## config.mk

```make
export PLATFORM = sky130hd
export DESIGN_NAME = mux4to1_reg
export DESIGN_NICKNAME = d
export VERILOG_FILES = /design/src/rtl/mux4to1_pkg.sv /design/src/rtl/mux4to1_lane_sel.sv /design/src/rtl/mux4to1_reg.sv
export SDC_FILE = /design/constraint.sdc
export NUM_CORES = 1
export LEC_CHECK = 0
export BUFFER_PORTS_ARGS = -buffer_cell sky130_fd_sc_hd__buf_2
export CORE_AREA = 2 2 39 41
export CTS_BUF_LIST = sky130_fd_sc_hd__clkbuf_16
export DETAILED_ROUTE_END_ITERATION = 8
export DIE_AREA = 0 0 41 43
export PLACE_DENSITY = 0.35
export SETUP_SLACK_MARGIN = 0.05
export SYNTH_ARGS = -nofsm -noshare
export SYNTH_HDL_FRONTEND = slang
export SYNTH_SLANG_ARGS = --single-unit
export TNS_END_PERCENT = 20
```

## constraint.sdc

```tcl
create_clock -name clk -period 2.05 [get_ports clk]
set_input_delay 0.615 -clock clk [delete_from_list [all_inputs] [get_ports clk]]
set_output_delay 0.615 -clock clk [all_outputs]
set_load 0.05 [all_outputs]
```

## src/rtl/mux4to1_pkg.sv

```systemverilog
// Shared constants, select type and lane-extraction helper for the registered 4-to-1 selector.
// The optional per-lane selection counters are enabled with MUX4TO1_SEL_CNT_EN.
package mux4to1_pkg;

    localparam int NUM_LANES  = 4;
    localparam int SEL_W      = 2;
    // Widest lane the helper can extract; lanes are zero-padded up to this width.
    localparam int LANE_MAX_W = 64;

    typedef logic [SEL_W-1:0] sel_t;

    // Returns lane s of a vector packed as NUM_LANES lanes of LANE_MAX_W bits, lane 0 in the LSBs.
    function automatic logic [LANE_MAX_W-1:0] lane_of(
        input logic [NUM_LANES*LANE_MAX_W-1:0] d,
        input sel_t                            s
    );
        lane_of = d[int'(s)*LANE_MAX_W +: LANE_MAX_W];
    endfunction

endpackage

```

## src/rtl/mux4to1_lane_sel.sv

```systemverilog
// Combinational lane picker: returns lane s_i of the packed input d_i, bits taken verbatim.
// Used by mux4to1_reg (optional counters there are enabled with MUX4TO1_SEL_CNT_EN).
module mux4to1_lane_sel
    import mux4to1_pkg::*;
#(
    parameter int WIDTH = 1
) (
    input  logic [NUM_LANES*WIDTH-1:0] d_i,
    input  sel_t                       s_i,
    output logic [WIDTH-1:0]           lane_o
);

    logic [NUM_LANES*LANE_MAX_W-1:0] d_pad_s;

    // Re-pack the lanes onto the fixed LANE_MAX_W pitch the helper expects.
    always_comb begin
        d_pad_s = {(NUM_LANES*LANE_MAX_W){1'b0}};
        for (int i = 0; i < NUM_LANES; i++) begin
            d_pad_s[i*LANE_MAX_W +: LANE_MAX_W] = LANE_MAX_W'(d_i[i*WIDTH +: WIDTH]);
        end
    end

    assign lane_o = WIDTH'(lane_of(d_pad_s, s_i));

endmodule

```

## src/rtl/mux4to1_reg.sv

```systemverilog
// Registered 4-to-1 lane selector with one-cycle latency, capture enable and valid flag.
// Define MUX4TO1_SEL_CNT_EN to add saturating per-lane selection counters cnt0..cnt3.
module mux4to1_reg
    import mux4to1_pkg::*;
#(
    parameter int WIDTH = 1,
    parameter int CNT_W = 16
) (
    input  logic                       clk,
    input  logic                       rst,
    input  logic [NUM_LANES*WIDTH-1:0] d,
    input  logic [SEL_W-1:0]           s,
    input  logic                       en,
    output logic [WIDTH-1:0]           y,
    output logic                       y_valid,
    output logic [SEL_W-1:0]           sel_q
`ifdef MUX4TO1_SEL_CNT_EN
    ,
    output logic [CNT_W-1:0]           cnt0,
    output logic [CNT_W-1:0]           cnt1,
    output logic [CNT_W-1:0]           cnt2,
    output logic [CNT_W-1:0]           cnt3
`endif
);

    if (WIDTH < 1 || WIDTH > LANE_MAX_W || CNT_W < 1) begin : g_param_err
        $error("mux4to1_reg: WIDTH must be 1..LANE_MAX_W and CNT_W at least 1");
    end

    logic [WIDTH-1:0] lane_s;
    logic [WIDTH-1:0] y_q;
    logic [WIDTH-1:0] y_d;
    logic             valid_q;
    logic             valid_d;
    logic [SEL_W-1:0] sel_d;

    mux4to1_lane_sel #(
        .WIDTH (WIDTH)
    ) u_lane_sel (
        .d_i    (d),
        .s_i    (s),
        .lane_o (lane_s)
    );

    // Capture on en; otherwise hold data and select but drop valid.
    always_comb begin
        y_d     = y_q;
        sel_d   = sel_q;
        valid_d = 1'b0;
        if (en) begin
            y_d     = lane_s;
            sel_d   = s;
            valid_d = 1'b1;
        end else begin
            y_d     = y_q;
            sel_d   = sel_q;
            valid_d = 1'b0;
        end
    end

    // Output register; reset wins over capture.
    always_ff @(posedge clk) begin
        if (rst) begin
            y_q     <= {WIDTH{1'b0}};
            sel_q   <= {SEL_W{1'b0}};
            valid_q <= 1'b0;
        end else begin
            y_q     <= y_d;
            sel_q   <= sel_d;
            valid_q <= valid_d;
        end
    end

    assign y       = y_q;
    assign y_valid = valid_q;

`ifdef MUX4TO1_SEL_CNT_EN
    logic [CNT_W-1:0] cnt_q [NUM_LANES];
    logic [CNT_W-1:0] cnt_d [NUM_LANES];

    // The counter for the captured lane advances and sticks at all-ones.
    always_comb begin
        for (int i = 0; i < NUM_LANES; i++) begin
            cnt_d[i] = cnt_q[i];
            if (en && (s == SEL_W'(i)) && (cnt_q[i] != {CNT_W{1'b1}})) begin
                cnt_d[i] = cnt_q[i] + {{(CNT_W-1){1'b0}}, 1'b1};
            end else begin
                cnt_d[i] = cnt_q[i];
            end
        end
    end

    // Counter registers, cleared together with the output register.
    always_ff @(posedge clk) begin
        for (int i = 0; i < NUM_LANES; i++) begin
            if (rst) begin
                cnt_q[i] <= {CNT_W{1'b0}};
            end else begin
                cnt_q[i] <= cnt_d[i];
            end
        end
    end

    assign cnt0 = cnt_q[0];
    assign cnt1 = cnt_q[1];
    assign cnt2 = cnt_q[2];
    assign cnt3 = cnt_q[3];
`endif

endmodule

```

==> results of run 1 <==
## sequential cells by signal, indices dropped and copies added (netlist names)
register	count
sel_q	2
y	1
y_valid	1
## final cells by class
cell class              count  area (um2)  share of cell area [%]
multi-input cells          11       93.84                   28.52
flip-flops and latches      4       80.08                   24.33
clock buffers               3       75.07                   22.81
repair buffers             12       60.06                   18.25
well taps                  16       20.02                   6.084
## kinds of logic (layout without fill, tap and decap cells)
logic type,after synthesis,count (layout),synth area share [%]
multiplexers,4,4,23.02
buffers and inverters,0,15,0
AO/OA/AOI/OAI,1,1,8.631
flip-flops,4,4,46.05
AND/OR/NAND/NOR,6,6,22.31
## synthesized netlist by cell type
master / instances / area [um2]
or3b_2: 1 / 8.760
nor2b_1: 1 / 6.260
o221ai_2: 1 / 15.01
dfxtp_1: 4 / 80.08
or3b_1: 1 / 8.760
nand3b_1: 1 / 7.510
nor2_1: 2 / 7.510
mux2i_1: 4 / 40.04
## routing by layer
metal | up-vias | routed length (um)
li1 | 88 | -
met1 | 70 | 208
met2 | 15 | 159
met3 | 0 | 98
met4 | 0 | 0
met5 | - | 0
## cells in the final DEF, fill, tap and decap left out
cell and n:
dfxtp_1 4, nor2_1 2, buf_2 12, or3b_2 1, clkbuf_16 3, o221ai_2 1
or3b_1 1, mux2i_1 4, nor2b_1 1, nand3b_1 1
## power breakdown
part	leakage, nW	switching, mW	internal (mW)	total (mW)
registers	0.0331	0.00197	0.0834	0.0854
clock network	0.0370	0.0532	0.249	0.302
logic	0.0900	0.0291	0.0162	0.0453
total	0.160	0.0843	0.349	0.433
## stage by stage
step           hold WS, ns  power, mW
2_1_floorplan       0.6866     0.1145
3_3_place_gp        0.4717     0.1308
3_5_place_dp        0.4795     0.1316
4_1_cts             0.4946     0.4399
5_1_grt             0.5367     0.4488
6_report            0.4868     0.4329
## worst paths after layout
check,start,end,slack [ns],cells past startpoint
worst min register to register,sel_q[1],sel_q[1],0.49,2
worst max-delay path,y,y,0.63,1
worst min-delay path,sel_q[1],sel_q[1],0.49,2
worst max register to register,y,y,1.13,2
==> flow_metrics.env, run 1 <==
export IMPL_outcome="completed"
export IMPL_dpl_cell_count=43
export IMPL_p_leak_nw=0.1600
export IMPL_cts_buffers=3
export IMPL_cts_tree="built"
export IMPL_grt_use_met1_pct=7.074
export IMPL_synth_seq_cells=4
export IMPL_grt_usage_pct=6.627
export IMPL_overflow=0
export IMPL_worstSetupPathType="flip-flop to primary output"
export IMPL_cp_max_fo=2
export IMPL_cpMaxStageDelayCell="dfxtp_1"
export IMPL_setup_ws_ns=0.6271
export IMPL_std_cell_rows=14
export IMPL_htree_levels=1
export IMPL_stdcell_area_um2=329.1
export IMPL_ys_seq_area_share_pct=46.04
export IMPL_antenna_found_initial=0
export IMPL_hold_class="flip-flop to flip-flop"
export IMPL_arrival_ns=0.81
export IMPL_layoutNonFillerInstCount=46
export IMPL_synth_area_per_cell_um2=11.59
export IMPL_drcViolationCount=0
export IMPL_use_met3_pct=9.424
export IMPL_place_ws_ns=0.6743
export IMPL_dieArea_mm2=0.001763
export IMPL_post_route_util_pct=23.78
export IMPL_wl_um=466
export IMPL_power_density_mw_per_mm2=1316
export IMPL_max_cap_violations=0
export IMPL_synthCells=15
export IMPL_fin_skew_ns=0
export IMPL_path_buf_inv=1
export IMPL_hold_violations=0
export IMPL_place_area_um2=254.0
export IMPL_firstDrtPassIters=4
export IMPL_critical_path_top_delay_family="flip-flops"
export IMPL_die_w_um=41
export IMPL_initialDrtViolationCount=2
export IMPL_postRouteAntennaNets=0
export IMPL_maxSlewViolCount=0
export IMPL_rsz0062_at_grt="no"
export IMPL_ys_types=8
export IMPL_period_needed_ns=1.423
export IMPL_fin_tns_setup_ns=0
export IMPL_ctsResizeCount=0
export IMPL_antennaDiodeCount=0
export IMPL_clockBufferDepth=2
export IMPL_syn_nets=24
export IMPL_gp_congestion=0.6225
export IMPL_path_cells="buf_2"
export IMPL_core_mm2=0.001384
export IMPL_max_stage_delay_ns=0.32
export IMPL_peakVddDrop_v=0.0007486
export IMPL_fill_cells=154
export IMPL_cts_sinks=4
export IMPL_clockRootBuffer="clkbuf_16"
export IMPL_drive_gt1_share_pct=56.67
export IMPL_place_port_buffers=12
export IMPL_start_util_pct=12.57
export IMPL_clk_latency_ns=0.22
export IMPL_grt_first_pass_wirelength_um=669
export IMPL_wl_per_cell_um=10.13
export IMPL_worstMarginPinSlew_ns=0.2501
export IMPL_num_vias=173
export IMPL_timing_fmax_ghz=0.7028
export IMPL_netlist_area_um2=173.9
export IMPL_gr_max_usage_layer="met3"
export IMPL_yosysWarnings=0
export IMPL_final_nets=41
export IMPL_met2_usage_pct=7.187
export IMPL_via_per_inst=3.761
export IMPL_max_slew_margin_pct=83.44
export IMPL_worstPathRequired_ns=1.43
export IMPL_cts_setup_buffers=0
export IMPL_ios=13
export IMPL_grt_pass1_vias=175
export IMPL_grt_max_degree=7
export IMPL_fin_crit_sh_pct=69.41
export IMPL_finalSetupViolCount=0
export IMPL_hold_buffers=0
export IMPL_worstSetupStartpointType="flip-flop"
export IMPL_area_growth_pct=89.21
export IMPL_die_h_um=43
export IMPL_crit_path_end_kind="primary output"
export IMPL_clkTransAtPathRegs_ns=0.03
Note: power is estimated with default switching activity, not from simulation.
==> run 2, diff against run 1 <==
Clock period 2.05 ns to 1.48 ns, I/O delays scaled along.
==> run 2 against run 1 <==
- sequential cell count did not move
- design area unchanged
- power is 38% higher
- critical endpoint unchanged
==> flow_metrics.env, run 2 (synthesized netlist as in run 1, its figures left out) <==
export IMPL_hold_buffers=0
export IMPL_fin_crit_sh_pct=84.31
export IMPL_die_h_um=43
export IMPL_via_per_inst=3.696
export IMPL_outcome="completed"
export IMPL_rsz0062_at_grt="no"
export IMPL_dieArea_mm2=0.001763
export IMPL_drcViolationCount=0
export IMPL_place_port_buffers=12
export IMPL_postRouteAntennaNets=0
export IMPL_grt_usage_pct=5.936
export IMPL_clk_latency_ns=0.22
export IMPL_critical_path_top_delay_family="flip-flops"
export IMPL_final_seq_area_um2=80.08
export IMPL_core_mm2=0.001384
export IMPL_max_slew_margin_pct=83.39
export IMPL_ctsResizeCount=0
export IMPL_overflow=0
export IMPL_timing_fmax_ghz=0.8014
export IMPL_wl_per_cell_um=9.478
export IMPL_path_cells="buf_2"
export IMPL_multi_input_area_um2=93.84
export IMPL_std_cell_rows=14
export IMPL_area_growth_pct=89.21
export IMPL_use_met3_pct=6.283
export IMPL_stdcell_area_um2=329.1
export IMPL_hold_violations=0
export IMPL_worstSetupPathType="flip-flop to primary output"
export IMPL_place_ws_ns=0.2782
export IMPL_grt_pass1_vias=164
export IMPL_cts_sinks=4
export IMPL_final_common_cell="buf_2"
export IMPL_p_leak_nw=0.1600
export IMPL_cts_buffers=3
export IMPL_fin_tns_setup_ns=0
export IMPL_maxSlewViolCount=0
export IMPL_worstSetupStartpointType="flip-flop"
export IMPL_clockRootBuffer="clkbuf_16"
export IMPL_num_vias=170
export IMPL_cts_setup_buffers=0
export IMPL_firstDrtPassIters=4
export IMPL_power_uw=596.9
export IMPL_drive_gt1_share_pct=56.67
export IMPL_grt_use_met1_pct=8.414
export IMPL_regMostFlops="sel_q"
export IMPL_met2_usage_pct=5.625
export IMPL_finalSetupViolCount=0
export IMPL_layoutNonFillerInstCount=46
export IMPL_power_density_mw_per_mm2=1814
export IMPL_fin_skew_ns=0
export IMPL_start_util_pct=12.57
export IMPL_grt_first_pass_wirelength_um=641
export IMPL_dpl_cell_count=43
export IMPL_htree_levels=1
export IMPL_fill_cells=149
export IMPL_cp_max_fo=2
export IMPL_hold_class="input port to flip-flop"
export IMPL_max_cap_violations=0
export IMPL_path_buf_inv=1
export IMPL_final_nets=41
export IMPL_cpMaxStageDelayCell="dfxtp_1"
export IMPL_die_w_um=41
export IMPL_ios=13
export IMPL_setup_ws_ns=0.2322
export IMPL_worstPathRequired_ns=1.04
export IMPL_gp_congestion=0.6000
export IMPL_final_cell_mix="12 x buf_2, 4 x mux2i_1, 4 x dfxtp_1"
export IMPL_antennaDiodeCount=0
export IMPL_initialDrtViolationCount=5
export IMPL_arrival_ns=0.80
export IMPL_place_area_um2=254.0
export IMPL_clockBufferDepth=2
export IMPL_period_needed_ns=1.248
export IMPL_largest_register_ff_count=2
export IMPL_grt_max_degree=7
export IMPL_crit_path_end_kind="primary output"
export IMPL_cts_tree="built"
export IMPL_wl_um=436
export IMPL_antenna_found_initial=0
export IMPL_max_stage_delay_ns=0.32
export IMPL_worstMarginPinSlew_ns=0.2509
export IMPL_gr_max_usage_layer="met1"
export IMPL_clkTransAtPathRegs_ns=0.03
export IMPL_peakVddDrop_v=0.0007557
[run 2: cell counts in the layout (fill, tap and decap cells not counted)]
Identical to the previous run, type by type.
[run 2: per-stage QoR]
stage | utilization (%) | hold WS (ns)
global placement | 18.35 | 0.4842
global route | 23.78 | 0.4752
finish | 23.78 | 0.4513
detailed placement | 18.35 | 0.4840
CTS | 23.78 | 0.4511
floorplan | - | 0.5156
[run 2: final timing paths]
kind	cells past startpoint	slack [ns]	from	to
max	1	0.23	y	y
min	2	0.45	rst	sel_q[0]
max reg2reg	2	0.57	y	y
min reg2reg	2	0.49	sel_q[0]	sel_q[0]
[run 2: power breakdown]
| group | switching (mW) | leakage, nW | internal, mW |
|---|---|---|---|
| Clock | 0.0715 | 0.0370 | 0.345 |
| Combinational | 0.0401 | 0.0900 | 0.0224 |
| Sequential | 0.00271 | 0.0331 | 0.116 |
| Total | 0.114 | 0.160 | 0.483 |
[run 2: layout make-up]
cell class	instances	share of cell area, %
multi-input combinational	11	28.52
timing repair buffer	12	18.25
clock buffer	3	22.81
sequential	4	24.33
tap	16	6.084
[run 2: layer usage]
metal  share of wire [%]  vias up  wire [um]
met5                   0        -          0
met4                   0        0          0
met3                  24        0        106
met2                  28       18        120
met1                  48       66        209
li1                    -       86          -
==> run 3, diff against run 2 <==
Clock period 1.48 ns to 1.2 ns, I/O delays scaled along.
==> run 3 against run 2 <==
- sequential power rose by 24%
- design area grew 2.7%
- sequential cell count unchanged
- setup slack got worse by 0.16 ns
- critical path depth unchanged
- clock skew unchanged
- combinational power rose by 28%
- sequential share of layout area is 0.26 points lower
- hold slack worse by 0.083 ns
- first-iteration DRC count fell by 80%
- non-clock buffer count is the same
- critical endpoint is now y_valid
- largest cell class unchanged
- highest routed layer unchanged
==> flow_metrics.env, run 3 (synthesized netlist as in run 1, its figures left out) <==
export IMPL_clockRootBuffer="clkbuf_16"
export IMPL_dpl_cell_count=43
export IMPL_routed_wl_met2_um=170
export IMPL_hold_class="input port to flip-flop"
export IMPL_cpMaxStageDelayCell="dfxtp_1"
export IMPL_period_needed_ns=1.129
export IMPL_power_density_mw_per_mm2=2207
export IMPL_hold_violations=0
export IMPL_largest_register_ff_count=2
export IMPL_max_slew_margin_pct=83.43
export IMPL_critical_path_top_delay_family="flip-flops"
export IMPL_core_mm2=0.001384
export IMPL_cts_buffers=3
export IMPL_clk_latency_ns=0.22
export IMPL_clockBufferDepth=2
export IMPL_outcome="completed"
export IMPL_path_buf_inv=1
export IMPL_htree_levels=1
export IMPL_max_cap_violations=0
export IMPL_initialDrtViolationCount=1
export IMPL_p_leak_nw=0.1600
export IMPL_fin_crit_sh_pct=94.07
export IMPL_wl_um=462
export IMPL_final_nets=41
export IMPL_cp_max_fo=1
export IMPL_overflow=0
export IMPL_maxSlewViolCount=0
export IMPL_gp_congestion=0.6443
export IMPL_peakVddDrop_v=0.0006503
export IMPL_worstPathRequired_ns=0.84
export IMPL_fin_tns_setup_ns=0
export IMPL_postRouteAntennaNets=0
export IMPL_antennaDiodeCount=0
export IMPL_rsz0062_at_grt="yes"
export IMPL_layoutNonFillerInstCount=46
export IMPL_area_growth_pct=94.24
export IMPL_drcViolationCount=0
export IMPL_met1Wirelength_um=213
export IMPL_worstSetupPathType="flip-flop to primary output"
export IMPL_dr_max_layer_used="met3"
export IMPL_fill_cells=151
export IMPL_timing_fmax_ghz=0.8859
export IMPL_die_h_um=43
export IMPL_path_cells="buf_2"
export IMPL_grt_pass1_vias=198
export IMPL_std_cell_rows=14
export IMPL_num_vias=169
export IMPL_grt_max_degree=7
export IMPL_grt_usage_pct=7.329
export IMPL_clkTransAtPathRegs_ns=0.03
export IMPL_worstMarginPinSlew_ns=0.2503
export IMPL_start_util_pct=12.57
export IMPL_wl_per_cell_um=10.04
export IMPL_place_port_buffers=12
export IMPL_hold_buffers=0
export IMPL_final_cell_mix="9 x buf_2, 4 x mux2i_1, 3 x clkbuf_16, 3 x dfxtp_1"
export IMPL_crit_path_end_kind="primary output"
export IMPL_final_common_cell="buf_2"
export IMPL_antenna_found_initial=0
export IMPL_die_w_um=41
export IMPL_drive_gt1_share_pct=60.00
export IMPL_max_stage_delay_ns=0.29
export IMPL_wl_met3_um=78
export IMPL_arrival_ns=0.77
export IMPL_grt_first_pass_wirelength_um=752
export IMPL_cts_tree="built"
export IMPL_fin_skew_ns=0
export IMPL_firstDrtPassIters=2
export IMPL_ios=13
export IMPL_finalSetupViolCount=0
export IMPL_cts_sinks=4
export IMPL_power_uw=745.7
export IMPL_dieArea_mm2=0.001763
export IMPL_via_per_inst=3.674
export IMPL_regMostFlops="sel_q"
export IMPL_worstSetupStartpointType="flip-flop"
run 3: layout make-up:
cell class                      instances  area, um2  share of cell area, %
Sequential cell                         4      81.33                  24.07
Tap cell                               16      20.02                  5.926
Clock buffer                            3      75.07                  22.22
Timing Repair Buffer                   12      67.56                  20.00
Multi-Input combinational cell         11      93.84                  27.78
run 3: routing by layer:
metal  track usage [%]  vias to the layer above
met4             8.000                        0
met2             8.438                       13
met3             5.236                        0
li1                  -                       86
met1             7.717                       70
met5                 0                        -
run 3: worst paths after layout:
kind / startpoint / end / slack (ns) / cells past startpoint
max: y_valid / y_valid / 0.07 / 1
max reg2reg: y / y / 0.28 / 2
min: rst / sel_q[0] / 0.37 / 2
min reg2reg: sel_q[1] / sel_q[1] / 0.49 / 2
run 3: what timing repair did:
item / CTS / global route
endpoints found under the setup margin: 3 / 3
gates resized for setup: 1 / 2
gates cloned: 0 / 0
buffers inserted: 0 / 0
run 3: where the power goes:
part | internal [mW] | switching, mW
clock | 0.426 | 0.0936
combinational | 0.0309 | 0.0492
sequential | 0.143 | 0.00333
total | 0.600 | 0.146
run 3: stage by stage:
stage	util, %	worst slack (ns)	hold WS, ns	instance area (um2)
2_1_floorplan	-	0.1155	0.4316	175.2
3_3_place_gp	18.44	0.07825	0.4921	255.2
3_5_place_dp	18.44	0.07021	0.4832	255.2
4_1_cts	24.05	0.03427	0.3653	332.8
5_1_grt	24.41	0.03423	0.3823	337.8
6_report	24.41	0.07116	0.3683	337.8
